## src/rtl/seq_det_pkg.sv

```systemverilog
// Shared types and defaults for the programmable serial pattern detector.
package seq_det_pkg;

  typedef enum logic [1:0] {
    UNCFG = 2'd0,
    FILL  = 2'd1,
    RUN   = 2'd2
  } det_state_t;

  localparam int DEF_MAX_LEN = 8;
  localparam int DEF_CNT_W   = 16;

  // Cfg_Len must be able to hold the value MAX_LEN itself.
  function automatic int calc_len_w(input int max_len);
    return $clog2(max_len + 1);
  endfunction

endpackage

```

## src/rtl/sat_counter.sv

```systemverilog
// Saturating up-counter; clr has priority over inc and holds at all-ones.
module sat_counter #(
  parameter int W = 16
) (
  input  logic         CLK,
  input  logic         RST,
  input  logic         inc,
  input  logic         clr,
  output logic [W-1:0] q
);

  always_ff @(posedge CLK) begin
    if (RST || clr) begin
      q <= '0;
    end else if (inc && (q != '1)) begin
      q <= q + 1'b1;
    end
  end

endmodule

```

## src/rtl/seq_detector_param.sv

```systemverilog
// Runtime-programmable serial pattern detector with overlap/non-overlap modes,
// registered match pulse and saturating match count.
import seq_det_pkg::*;

module seq_detector_param #(
  parameter  int MAX_LEN = DEF_MAX_LEN,
  parameter  int CNT_W   = DEF_CNT_W,
  localparam int LEN_W   = calc_len_w(MAX_LEN)
) (
  input  logic               CLK,
  input  logic               RST,
  input  logic               Cfg_Load,
  input  logic [MAX_LEN-1:0] Cfg_Pattern,
  input  logic [LEN_W-1:0]   Cfg_Len,
  input  logic               Cfg_Overlap,
  input  logic               In_Valid,
  input  logic               In1,
  output logic               Out1,
  output logic [CNT_W-1:0]   Match_Count,
  output logic               Cfg_Err,
  output logic               Armed
);

  localparam logic [LEN_W-1:0] MAX_LEN_V = LEN_W'(MAX_LEN);

  det_state_t         state;
  logic [MAX_LEN-1:0] history;
  logic [MAX_LEN-1:0] pat;
  logic [LEN_W-1:0]   len;
  logic [LEN_W-1:0]   fill;
  logic               ovl;

  logic               cfg_legal;
  logic               cfg_apply;
  logic [MAX_LEN-1:0] cfg_mask;
  logic [MAX_LEN-1:0] mask;
  logic [MAX_LEN-1:0] hist_next;
  logic [LEN_W-1:0]   fill_next;
  logic               accept;
  logic               match;

  assign cfg_legal = (Cfg_Len != '0) && (Cfg_Len <= MAX_LEN_V);
  assign cfg_apply = Cfg_Load && cfg_legal;
  // A shift by MAX_LEN clears every bit, so a full-length mask is all ones.
  assign cfg_mask  = ~({MAX_LEN{1'b1}} << Cfg_Len);
  assign mask      = ~({MAX_LEN{1'b1}} << len);

  assign accept    = In_Valid && !Cfg_Load && (state != UNCFG);
  assign hist_next = {history[MAX_LEN-2:0], In1};
  assign fill_next = (fill == len) ? len : fill + 1'b1;
  assign match     = accept && (fill_next == len) && ((hist_next & mask) == pat);

  always_ff @(posedge CLK) begin
    if (RST) begin
      state   <= UNCFG;
      history <= '0;
      pat     <= '0;
      len     <= '0;
      fill    <= '0;
      ovl     <= 1'b0;
      Out1    <= 1'b0;
      Cfg_Err <= 1'b0;
      Armed   <= 1'b0;
    end else begin
      Out1    <= match;
      Cfg_Err <= Cfg_Load && !cfg_legal;
      if (cfg_apply) begin
        pat     <= Cfg_Pattern & cfg_mask;
        len     <= Cfg_Len;
        ovl     <= Cfg_Overlap;
        history <= '0;
        fill    <= '0;
        state   <= FILL;
        Armed   <= 1'b1;
      end else if (accept) begin
        history <= hist_next;
        if (match && !ovl) begin
          fill  <= '0;
          state <= FILL;
        end else begin
          fill  <= fill_next;
          state <= (fill_next == len) ? RUN : FILL;
        end
      end
    end
  end

  sat_counter #(
    .W (CNT_W)
  ) u_match_cnt (
    .CLK (CLK),
    .RST (RST),
    .inc (match),
    .clr (cfg_apply),
    .q   (Match_Count)
  );

endmodule

```

## config.mk

```make
export PLATFORM = sky130hd
export DESIGN_NAME = seq_detector_param
export DESIGN_NICKNAME = d
export VERILOG_FILES = /design/src/rtl/seq_det_pkg.sv /design/src/rtl/sat_counter.sv /design/src/rtl/seq_detector_param.sv
export SDC_FILE = /design/constraint.sdc
export NUM_CORES = 1
export LEC_CHECK = 0
export ABC_AREA = 0
export BUFFER_PORTS_ARGS = -buffer_cell sky130_fd_sc_hd__buf_2
export CORE_MARGIN = 5
export CORE_UTILIZATION = 55
export DETAILED_ROUTE_END_ITERATION = 10
export PLACE_DENSITY = 0.78
export REMOVE_ABC_BUFFERS = 1
export SYNTH_ARGS = -nofsm -noshare
export SYNTH_HDL_FRONTEND = slang
export SYNTH_SLANG_ARGS = --single-unit
```

## constraint.sdc

```tcl
create_clock -name CLK -period 4.3 [get_ports CLK]
set_input_delay 0.645 -clock CLK [delete_from_list [all_inputs] [get_ports CLK]]
set_output_delay 0.645 -clock CLK [all_outputs]
set_load 0.01 [all_outputs]
```

==> summary.txt, run 1 <==
Run status
  – Status: finished clean

Clock network
  – Clk buf depth: 2
  – CTS tree: yes
  – Clock root buffer: clkbuf_8
  – CTS Hold Bufs: 0
  – Clock sinks: 45
  – Post-CTS setup buffers: 0
  – Worst-Skew Late Latency: 0.31 ns
  – # H-tree levels: 2
  – Cts repair resizes: 0
  – CTS clk-pin slew, worst paths: 0.09 ns
  – Cts bufs inserted: 5

Floorplanning
  – Num rows: 23
  – Die Y: 75.6 µm
  – Die width: 75.6 µm
  – Starting Density: 57.9%
  – Die ar.: 0.00572 mm²
  – IO Count: 37
  – Area of the core: 0.00409 mm²

Logic synthesis
  – Share of the synthesized area in the top cell type: 38.1%
  – Post-Syn Area: 0.00237 mm²
  – Ys async rst share: 0%
  – Ranking of synthesized cells by area: dfxtp_1 (38%), a21oi_1 (6.6%), nand2_1 (6.5%)
  – Synth warn: 0
  – Post-Syn Area per Cell: 8.08 µm²
  – Netlist cell types: 53
  – Register bit total from synthesis: 45
  – Register area share after synthesis: 38.1%
  – Synth Flop Type: dfxtp_1
  – Post-Syn Instances: 293
  – Post-synth EDFFs: 0
  – Leading area contributor after synthesis: dfxtp_1

Finish
  – Fill cells: 374
  – N_diodes: 0
  – Fraction of layout cells with a size suffix above 1: 16.1%
  – Layout area overhead: 11.3%
  – Final layout net count: 335
  – Post-layout util: 64.5%
  – Multi-input logic area: 0.00134 mm²
  – Finished Cell Area: 0.00263 mm²
  – Register cell area after layout: 901 µm²

Global routing
  – GR peak layer: met2
  – Number of global-route vias before repair: 1,992
  – Gr usage total: 20.7%
  – Met1 GRT Util: 28.2%
  – Largest net degree at the start of global routing: 26
  – Initial antenna violation count: 0
  – M2 GR Usage: 31.5%
  – Routing usage on met3: 5.67%
  – First-pass GRT wire length: 9170 µm
  – Grt total ovfl: 0

Worst setup path
  – Crit start category: flip-flop
  – Register-to-register setup slack: 1.22 ns
  – Worst Setup Path Type: flip-flop to flip-flop
  – FF-to-FF Start: len[3]
  – Worst r2r path cells: 7
  – Reg-to-reg critical path endpoint: u_match_cnt.q[3]
  – Critical path endpoint: u_match_cnt.q[3]
  – Data required, critical path: 4.53 ns
  – Setup crit start: len[3]
  – CP endpoint kind: flip-flop
  – CP max FO: 18
  – Arr. time, crit path: 3.30 ns

Drt
  – Total wire length: 5450 µm
  – Via density: 5.93
  – DRC: 0
  – First DRT Iteration DRCs: 122
  – Routed length per placed instance: 14.9 µm
  – DR vias: 2,170
  – Iteration count of the initial detailed-routing pass: 4
  – ANT nets after route: 0

Power and ir drop
  – P_leak: 1.02 nW
  – Cell Pwr Density: 333 mW/mm²
  – Worst VDD drop: 0.293 mV

Placement
  – Placement Cell Area: 0.00251 mm²
  – IO Port Bufs: 36
  – Final HPWL DP: 3860 µm
  – Final RePlAce weighted congestion: 0.832

Timing
  – Fin. max-slew vios: 0
  – Unrepaired setup endpoints after global routing: no
  – Final worst-path cycle share: 71.6%
  – Fin crit period: 3.08 ns
  – Skew final: 0.00932 ns
  – Setup_tns: 0 ns
  – Fin. Hold Viols: 0
  – FMAX: 325 MHz
  – Max-Slew Margin vs Limit: 41.4%
  – Setup violators final: 0
  – Slew @ Worst Pin: 0.877 ns

Flow run
  – Max Cap Violations: 0

Min path
  – Hold Path Class: flip-flop to flip-flop
## synth_stat cells (all sizes together), types with 3 or more instances
master and n:
nor2 20, nand4 5, clkbuf 14, dfxtp 45, nor4 4, and2 5, nand2 41, o41ai 3
o21a 3, o21ai 15, xor2 7, inv 7, and3 4, nor3 6, buf 8, xnor2 7
mux2i 6, or3 12, nand3 9, a21oi 31
## sequential cells by signal, summed over array words and instances (netlist names)
register / cells
Armed: 1
Cfg_Err: 1
Out1: 1
fill: 4
history: 7
len: 4
ovl: 1
pat: 8
state: 2
u_match_cnt.q: 16
## per-stage QoR
stage / hold slack [ns] / std cells / total power [W] / worst slack [ns]
after detailed placement: 0.449 / 358 / 0.000546 / 1.29
after CTS: 0.461 / 366 / 0.000881 / 1.26
after global placement: 0.443 / 358 / 0.000545 / 1.33
after global routing: 0.486 / 366 / 0.000917 / 0.976
final: 0.459 / 366 / 0.000878 / 1.22
after floorplan: 0.431 / 271 / 0.000512 / 1.49
## area by class of cell
type	count	area share, %
clock inverter	2	1.43
sequential	45	34.2
timing repair buffer	37	7.13
multi-input combinational	219	50.7
tap	50	2.38
inverter	7	0.998
clock buffer	6	3.14
## how the worst min path moves through the flow
stage                        start       end  cells past startpoint
final                     state[1]  state[1]                      2
after floorplan             pat[2]    pat[2]                      2
after global routing      state[1]  state[1]                      2
after global placement    state[1]  state[1]                      2
after CTS                 state[1]  state[1]                      2
after detailed placement  state[1]  state[1]                      2
## worst max-delay path: stages (launching register included)
cell,delay [ns]
dfxtp_1,0.61
xor2_1,0.18
nor4_4,0.54
o21ai_1,0.17
a311o_1,0.35
or3_1,0.56
or3_1,0.43
a21oi_1,0.15
## cells in the final DEF (no fill, tap or decap), types with 6 or more instances in the layout
cell type / instances
nor3_1: 6
nor2_1: 20
mux2i_1: 6
nand3_1: 9
xor2_1: 7
dfxtp_1: 45
a21oi_1: 31
o21ai_1: 10
inv_1: 7
clkbuf_8: 6
nand2_1: 41
or3_1: 12
buf_2: 36
xnor2_1: 7
## layer usage
metal / up-vias / share of wire, %
met2: 41 / 46
met5: - / 0
met3: 7 / 4.7
met1: 1015 / 48
met4: 0 / 1.2
li1: 1107 / -
## report_power, final
group / switching [W] / internal (W)
Combinational: 0.0000610 / 0.0000385
Clock: 0.000151 / 0.000189
Sequential: 0.0000123 / 0.000426
## logic make-up (layout without fill, tap and decap cells)
family,Yosys count,after routing,synth area share (%)
mux,7,7,3.01
xor+xnor,15,15,6.18
buf+inv,29,52,5.50
flops,45,45,38.1
fa+ha+maj,2,2,1.06
compound gates,79,79,21.6
simple gates,116,116,24.6
No activity file was read; power rests on OpenSTA's default activity.
==> inputs of run 2 (changes only) <==
Settings changed: ABC_AREA 0 to 1, PLACE_DENSITY 0.78 to 0.77.
Clock period 4.3 ns to 3.1 ns, I/O delays scaled along.
==> run 2 against run 1 <==
  * Clock-buffer cell count unchanged
  * Critical path depth up 1
  * Flip-flop and latch count unchanged
  * Clock power up 37%
  * Synthesized cell count up 22%
  * Cell area up 5.1%
  * Sequential power up 38%
  * Fmax up 29%
  * Core utilization down 0.42 points
  * First-iteration DRC count up 8.2%
  * Setup slack worse by 0.51 ns
  * Critical path type unchanged
==> summary.txt, run 2 <==
Finish
  – Top reg by flops: u_match_cnt.q
  – Max FFs per register: 16 (unchanged)
  – Largest regs: u_match_cnt.q: 16 flops, pat: 8 flops, history: 7 flops
  – N_diodes: 0 (unchanged)
  – Post-layout util: 64.0% (-0.42 points)
  – Final layout net count: 414 (+24%)
  – Commonest non-fill, non-tap cell in the layout: nand2_1
  – Most frequent cells in the layout: nand2_1 (104), dfxtp_1 (45), buf_2 (36), inv_1 (33), a21oi_1 (31)
  – Finished Cell Area: 0.00277 mm² (+5.1%)
  – Layout area overhead: 13.6%
  – Fraction of layout cells with a size suffix above 1: 14.4% (-1.7 points)

Placement
  – Final HPWL DP: 4430 µm (+15%)
  – IO Port Bufs: 36 (unchanged)
  – Final RePlAce weighted congestion: 0.922 (+11%)
  – Placement Cell Area: 0.00265 mm² (+5.4%)

Worst setup path
  – Arr. time, crit path: 2.61 ns (-0.69 ns)
  – CP endpoint kind: flip-flop
  – Worst Setup Path Type: flip-flop to flip-flop
  – Crit start category: flip-flop
  – Data required, critical path: 3.32 ns (-1.21 ns)
  – CP max FO: 17 (-1)

Logic synthesis
  – Post-synth EDFFs: 0 (unchanged)
  – Register bit total from synthesis: 45 (unchanged)
  – Register area share after synthesis: 37.0% (-1.1 points)
  – Ys async rst share: 0% (unchanged)
  – Post-Syn Area: 0.00244 mm² (+3.0%)
  – Netlist cell types: 30 (-43%)
  – Synth warn: 0 (unchanged)
  – Most common cell in the synthesized netlist: nand2_1
  – Leading area contributor after synthesis: dfxtp_1
  – Share of the synthesized area in the top cell type: 37.0% (-1.1 points)
  – Post-Syn Instances: 358 (+22%)
  – Post-Syn Area per Cell: 6.81 µm² (-16%)
  – Synth cell count leaders: nand2_1 (104), dfxtp_1 (45), inv_1 (33)
  – Synth Flop Type: dfxtp_1
  – Ranking of synthesized cells by area: dfxtp_1 (37%), nand2_1 (16%), a21oi_1 (6.4%)

Global routing
  – Number of global-route vias before repair: 2,440 (+22%)
  – Initial antenna violation count: 0 (unchanged)
  – Grt total ovfl: 0 (unchanged)
  – Gr usage total: 21.1% (+0.39 points)
  – First-pass GRT wire length: 10,600 µm (+16%)
  – Largest net degree at the start of global routing: 21 (-19%)

Drt
  – First DRT Iteration DRCs: 132 (+8.2%)
  – Routed length per placed instance: 13.4 µm (-10%)
  – Total wire length: 6000 µm (+10%)
  – DRC: 0 (unchanged)
  – DR vias: 2,448 (+13%)
  – Iteration count of the initial detailed-routing pass: 5 (+1)
  – ANT nets after route: 0 (unchanged)
  – Via density: 5.48 (-7.6%)

Clock network
  – Clock root buffer: clkbuf_8
  – Post-CTS setup buffers: 0 (unchanged)
  – Cts bufs inserted: 5 (unchanged)
  – # H-tree levels: 2 (unchanged)
  – Clock sinks: 45 (unchanged)
  – CTS clk-pin slew, worst paths: 0.09 ns (about the same)
  – Clk buf depth: 2 (unchanged)
  – Cts repair resizes: 0 (unchanged)
  – Worst-Skew Late Latency: 0.30 ns (about the same)
  – CTS tree: yes
  – CTS Hold Bufs: 0 (unchanged)

Run status
  – Status: finished clean

Min path
  – Hold Path Class: primary input to flip-flop

Floorplanning
  – Area of the core: 0.00432 mm² (+5.8%)
  – Num rows: 24 (+4.3%)
  – Die ar.: 0.00586 mm² (+2.6%)
  – IO Count: 37 (unchanged)
  – Die Y: 76.6 µm (+1.3%)
  – Starting Density: 56.4% (-1.6 points)
  – Die width: 76.6 µm (+1.3%)

Power and ir drop
  – Worst VDD drop: 0.353 mV (+20%)
  – P_leak: 1.13 nW (+11%)
  – Cell Pwr Density: 449 mW/mm² (+35%)

Timing
  – Fin. Hold Viols: 0 (unchanged)
  – Fin crit period: 2.39 ns (-0.692 ns)
  – Setup violators final: 0 (unchanged)
  – Unrepaired setup endpoints after global routing: no
  – Final worst-path cycle share: 77.0% (+5.4 points)
  – Skew final: 0.00808 ns (-0.00125 ns)
  – FMAX: 419 MHz (+29%)
  – Fin. max-slew vios: 0 (unchanged)
  – Setup_tns: 0 ns (unchanged)
  – Max-Slew Margin vs Limit: 57.7% (+16 points)
  – Slew @ Worst Pin: 0.632 ns (-0.245 ns)

Flow run
  – Max Cap Violations: 0 (unchanged)
## run 2: worst paths after layout
path,endpoint,startpoint,slack (ns),cells past startpoint
setup / recovery,u_match_cnt.q[9],u_match_cnt.q[0],0.71,8
hold / removal,pat[0],Cfg_Pattern[0],0.37,3
setup reg to reg,u_match_cnt.q[9],u_match_cnt.q[0],0.71,8
hold reg to reg,state[1],state[1],0.47,2
## run 2: report_power, final
part	leakage [nW]	switching [W]	internal, W
Sequential	0.365	0.0000127	0.000593
Combinational	0.704	0.000116	0.0000533
Clock	0.0574	0.000205	0.000262
## run 2: layout make-up
type | instances | area (µm²)
fill | 404 | 1560
inverter | 36 | 135
multi-input combinational | 265 | 1330
timing repair buffer | 41 | 218
clock buffer | 6 | 82.6
tap | 52 | 65.1
clock inverter | 2 | 37.5
sequential | 45 | 901
## run 2: worst max-delay path, cell delays in order, from the launching register on
cell and delay, ns:
dfxtp_1 0.46, ha_1 0.27, nand2_1 0.12, inv_1 0.10, nand2_1 0.08, or3b_1 0.63, nand3_2 0.38, nand2_1 0.10
a21oi_1 0.18
## run 2: through the flow
step	instances	hold WS, ns	worst slack (ns)	power [W]
2_1_floorplan	346	0.441	0.837	0.000726
3_3_place_gp	439	0.458	0.750	0.000783
3_5_place_dp	439	0.460	0.670	0.000785
4_1_cts	447	0.367	0.735	0.00125
5_1_grt	447	0.367	0.434	0.00131
6_report	447	0.371	0.713	0.00124
## run 2: layer usage
| layer | routed length (µm) | track usage (%) |
|---|---|---|
| met1 | 2690 | 26.7 |
| met2 | 2910 | 35.5 |
| met3 | 313 | 4.61 |
| met4 | 79 | 6.82 |
| met5 | 0 | 0 |
## run 2: cells by family (layout without fill, tap and decap cells)
family | after synthesis | count (layout) | share of synthesized area [%]
XOR/XNOR | 19 | 19 | 6.83
buffers and inverters | 48 | 85 | 8.47
flip-flops | 45 | 45 | 37.0
adder cells (fa/ha/maj) | 2 | 2 | 1.03
AO/OA/AOI/OAI | 56 | 56 | 12.6
AND/OR/NAND/NOR | 188 | 188 | 34.1
==> inputs of run 3 (changes only) <==
Settings changed: ABC_AREA 1 to 0, CORE_UTILIZATION 55 to 51, PLACE_DENSITY 0.77 to 0.76.
Clock period 3.1 ns to 2.1 ns, I/O delays scaled along.
==> run 3 against run 2 <==
  * Critical path depth is the same
  * Wire length grew 36%
  * Via count grew 8.8%
  * Clock-buffer cell count is the same
  * Power grew 60%
  * The run now ends with setup timing left
  * Non-clock buffer count grew 60
  * Core utilization grew 14 points
  * Worst hold slack lost 0.13 ns
  * Cell area grew 24%
  * Largest cell class unchanged
  * Setup slack lost 1.3 ns
  * Sequential power grew 48%
  * First-iteration DRC count grew 130%
==> summary.txt, run 3 (synthesis gave the netlist of run 1 again) <==
Run status
  – Status: finished with violations
  – Failing checks: setup timing

Clock network
  – CTS tree: yes
  – CTS clk-pin slew, worst paths: 0.09 ns (about the same)
  – Clock root buffer: clkbuf_8
  – # H-tree levels: 2 (unchanged)
  – Clk buf depth: 2 (unchanged)
  – Cts bufs inserted: 5 (unchanged)
  – Worst-Skew Late Latency: 0.30 ns (about the same)
  – Clock sinks: 45 (unchanged)

Global routing
  – Grt total ovfl: 0 (unchanged)
  – Routing usage on met3: 4.12% (-0.49 points)
  – Gr usage total: 21.7% (+0.54 points)
  – M2 GR Usage: 35.7% (+0.15 points)
  – Largest net degree at the start of global routing: 19 (-9.5%)
  – GR peak layer: met2
  – Number of global-route vias before repair: 2,297 (-5.9%)
  – Initial antenna violation count: 0 (unchanged)
  – Met1 GRT Util: 28.5% (+1.8 points)
  – First-pass GRT wire length: 10,900 µm (+3.3%)

Timing
  – Final worst-path cycle share: 128% (+51 points)
  – Skew final: 0.0134 ns (+0.00528 ns)
  – FMAX: 372 MHz (-11%)
  – Setup violators final: 22 (+22)
  – Max-Slew Margin vs Limit: 64.3% (+6.6 points)
  – Fin worst setup slack: -0.591 ns (-1.30 ns)
  – Fin. max-slew vios: 0 (unchanged)
  – Fin. Hold Viols: 0 (unchanged)
  – Slew @ Worst Pin: 0.535 ns (-0.0967 ns)
  – Unrepaired setup endpoints after global routing: yes
  – Fin crit period: 2.69 ns (+0.304 ns)

Worst setup path
  – CP endpoint kind: flip-flop
  – Slowest cell on crit path: xor3_1
  – Top delay family on crit path: compound AO/OA/AOI/OAI gates
  – Crit path buffers/inverters: 1 (unchanged)
  – Cell-by-cell trace of the critical path: xor3_1, a21oi_2, a31oi_1, a311o_1, or3_4, buf_6, or3_4, a21oi_1
  – CP max FO: 4 (-13)
  – Arr. time, crit path: 2.89 ns (+0.28 ns)
  – CP most frequent cell: or3_4
  – Data required, critical path: 2.30 ns (-1.02 ns)
  – Worst Setup Path Type: flip-flop to flip-flop
  – Crit start category: flip-flop
  – Critical Path Max Stage Delay: 0.45 ns (-0.18 ns)

Power and ir drop
  – P_leak: 1.40 nW (+25%)
  – Cell Pwr Density: 576 mW/mm² (+29%)
  – Worst VDD drop: 0.534 mV (+51%)
  – Total power draw: 0.00198 W (+60%)

Placement
  – Inst Count DP: 412 (-6.2%)
  – Placement Cell Area: 0.00291 mm² (+9.7%)
  – Final HPWL DP: 4360 µm (-1.7%)
  – IO Port Bufs: 36 (unchanged)
  – Final RePlAce weighted congestion: 0.870 (-5.7%)

Drt
  – Via density: 6.16 (+13%)
  – DR vias: 2,663 (+8.8%)
  – ANT nets after route: 0 (unchanged)
  – Iteration count of the initial detailed-routing pass: 5 (unchanged)
  – DRC: 0 (unchanged)
  – Routed length per placed instance: 18.9 µm (+41%)
  – First DRT Iteration DRCs: 310 (+130%)
  – Total wire length: 8160 µm (+36%)

Floorplanning
  – Die Y: 78.1 µm (+2.0%)
  – Die ar.: 0.00610 mm² (+4.1%)
  – Die width: 78.1 µm (+2.0%)
  – Area of the core: 0.00441 mm² (+2.1%)
  – Num rows: 24 (unchanged)
  – IO Count: 37 (unchanged)
  – Starting Density: 53.6% (-2.7 points)

Finish
  – Commonest non-fill, non-tap cell in the layout: buf_4
  – Layout area overhead: 45.4%
  – Top reg by flops: u_match_cnt.q
  – Most frequent cells in the layout: buf_4 (52), dfxtp_1 (39), nand2_1 (39), buf_2 (36), a21oi_1 (27)
  – N_diodes: 0 (unchanged)
  – Final layout net count: 399 (-3.6%)
  – Fraction of layout cells with a size suffix above 1: 40.5% (+26 points)
  – Post-route insts no fill: 432 (-3.4%)
  – Fill cells: 259 (-36%)
  – Max FFs per register: 16 (unchanged)
  – Multi-input logic area: 0.00157 mm² (+18%)
  – Largest regs: u_match_cnt.q: 16 flops, pat: 8 flops, history: 7 flops
  – Register cell area after layout: 918 µm² (+1.9%)
  – Finished Cell Area: 0.00344 mm² (+24%)

Min path
  – Hold Path Class: primary input to flip-flop

Flow run
  – Max Cap Violations: 0 (unchanged)
==> run 3: cell types whose count changed in the layout (fill, tap and decap cells not counted), moves of 8 or more <==
cell | before | now
buf_4 | 5 | 52
buf_6 | 0 | 10
inv_1 | 33 | 6
nand2_1 | 104 | 39
nand3_1 | 28 | 9
nand4_1 | 20 | 5
or3_1 | 0 | 8
xor2_1 | 12 | 4
==> run 3: stage by stage <==
step                util [%]  setup slack (ns)  hold slack [ns]  setup TNS, ns
floorplan                  -            -0.551            0.384          -5.63
global placement        65.8            -0.342            0.447          -3.83
detailed placement      65.8            -0.427            0.450          -4.95
CTS                     71.5            -0.347            0.240          -3.75
global route            78.0            -0.605            0.238          -7.40
finish                  78.0            -0.591            0.244          -6.00
==> run 3: path summary, 6_finish.rpt <==
kind	start	slack, ns	endpoint	cells after the start
max	fill[2]	-0.59	u_match_cnt.q[11]	8
min	Cfg_Overlap	0.24	ovl	3
max reg2reg	fill[2]	-0.59	u_match_cnt.q[11]	8
min reg2reg	state[1]	0.46	state[1]	2
==> run 3: per-layer routing <==
layer / share of wire, % / up-vias
met1: 39 / 1251
met2: 50 / 150
met3: 6.9 / 40
met4: 4.2 / 0
li1: - / 1222
met5: 0 / -
==> run 3: power by group <==
group          leakage (nW)  total [W]  internal, W  switching (W)
combinational         0.979   0.000405     0.000184       0.000221
clock                0.0574   0.000686     0.000387       0.000299
sequential            0.369   0.000894     0.000870      0.0000238
total                  1.40    0.00198      0.00144       0.000544
==> run 3: what timing repair did <==
item                                    in CTS  in global routing
cloned                                       2                  1
gates resized for setup                     20                 49
hold endpoints to repair                     0                  0
hold buffers                                 0                  0
endpoints found under the setup margin      20                 23
pin swaps                                   17                 24
buffers inserted                             3                  8
==> run 3: cell type report <==
cell class                 instances  share of cell area (%)
multi-input combinational        219                    45.7
clock inverter                     2                    1.09
tap                               52                    1.89
inverter                           7                   0.836
timing repair buffer             101                    21.4
clock buffer                       6                    2.40
sequential                        45                    26.7
==> run 3: tightest hold or removal path: stages <==
cell and delay [ns]:
buf_2 0.10, nand2_1 0.04, a21oi_1 0.05
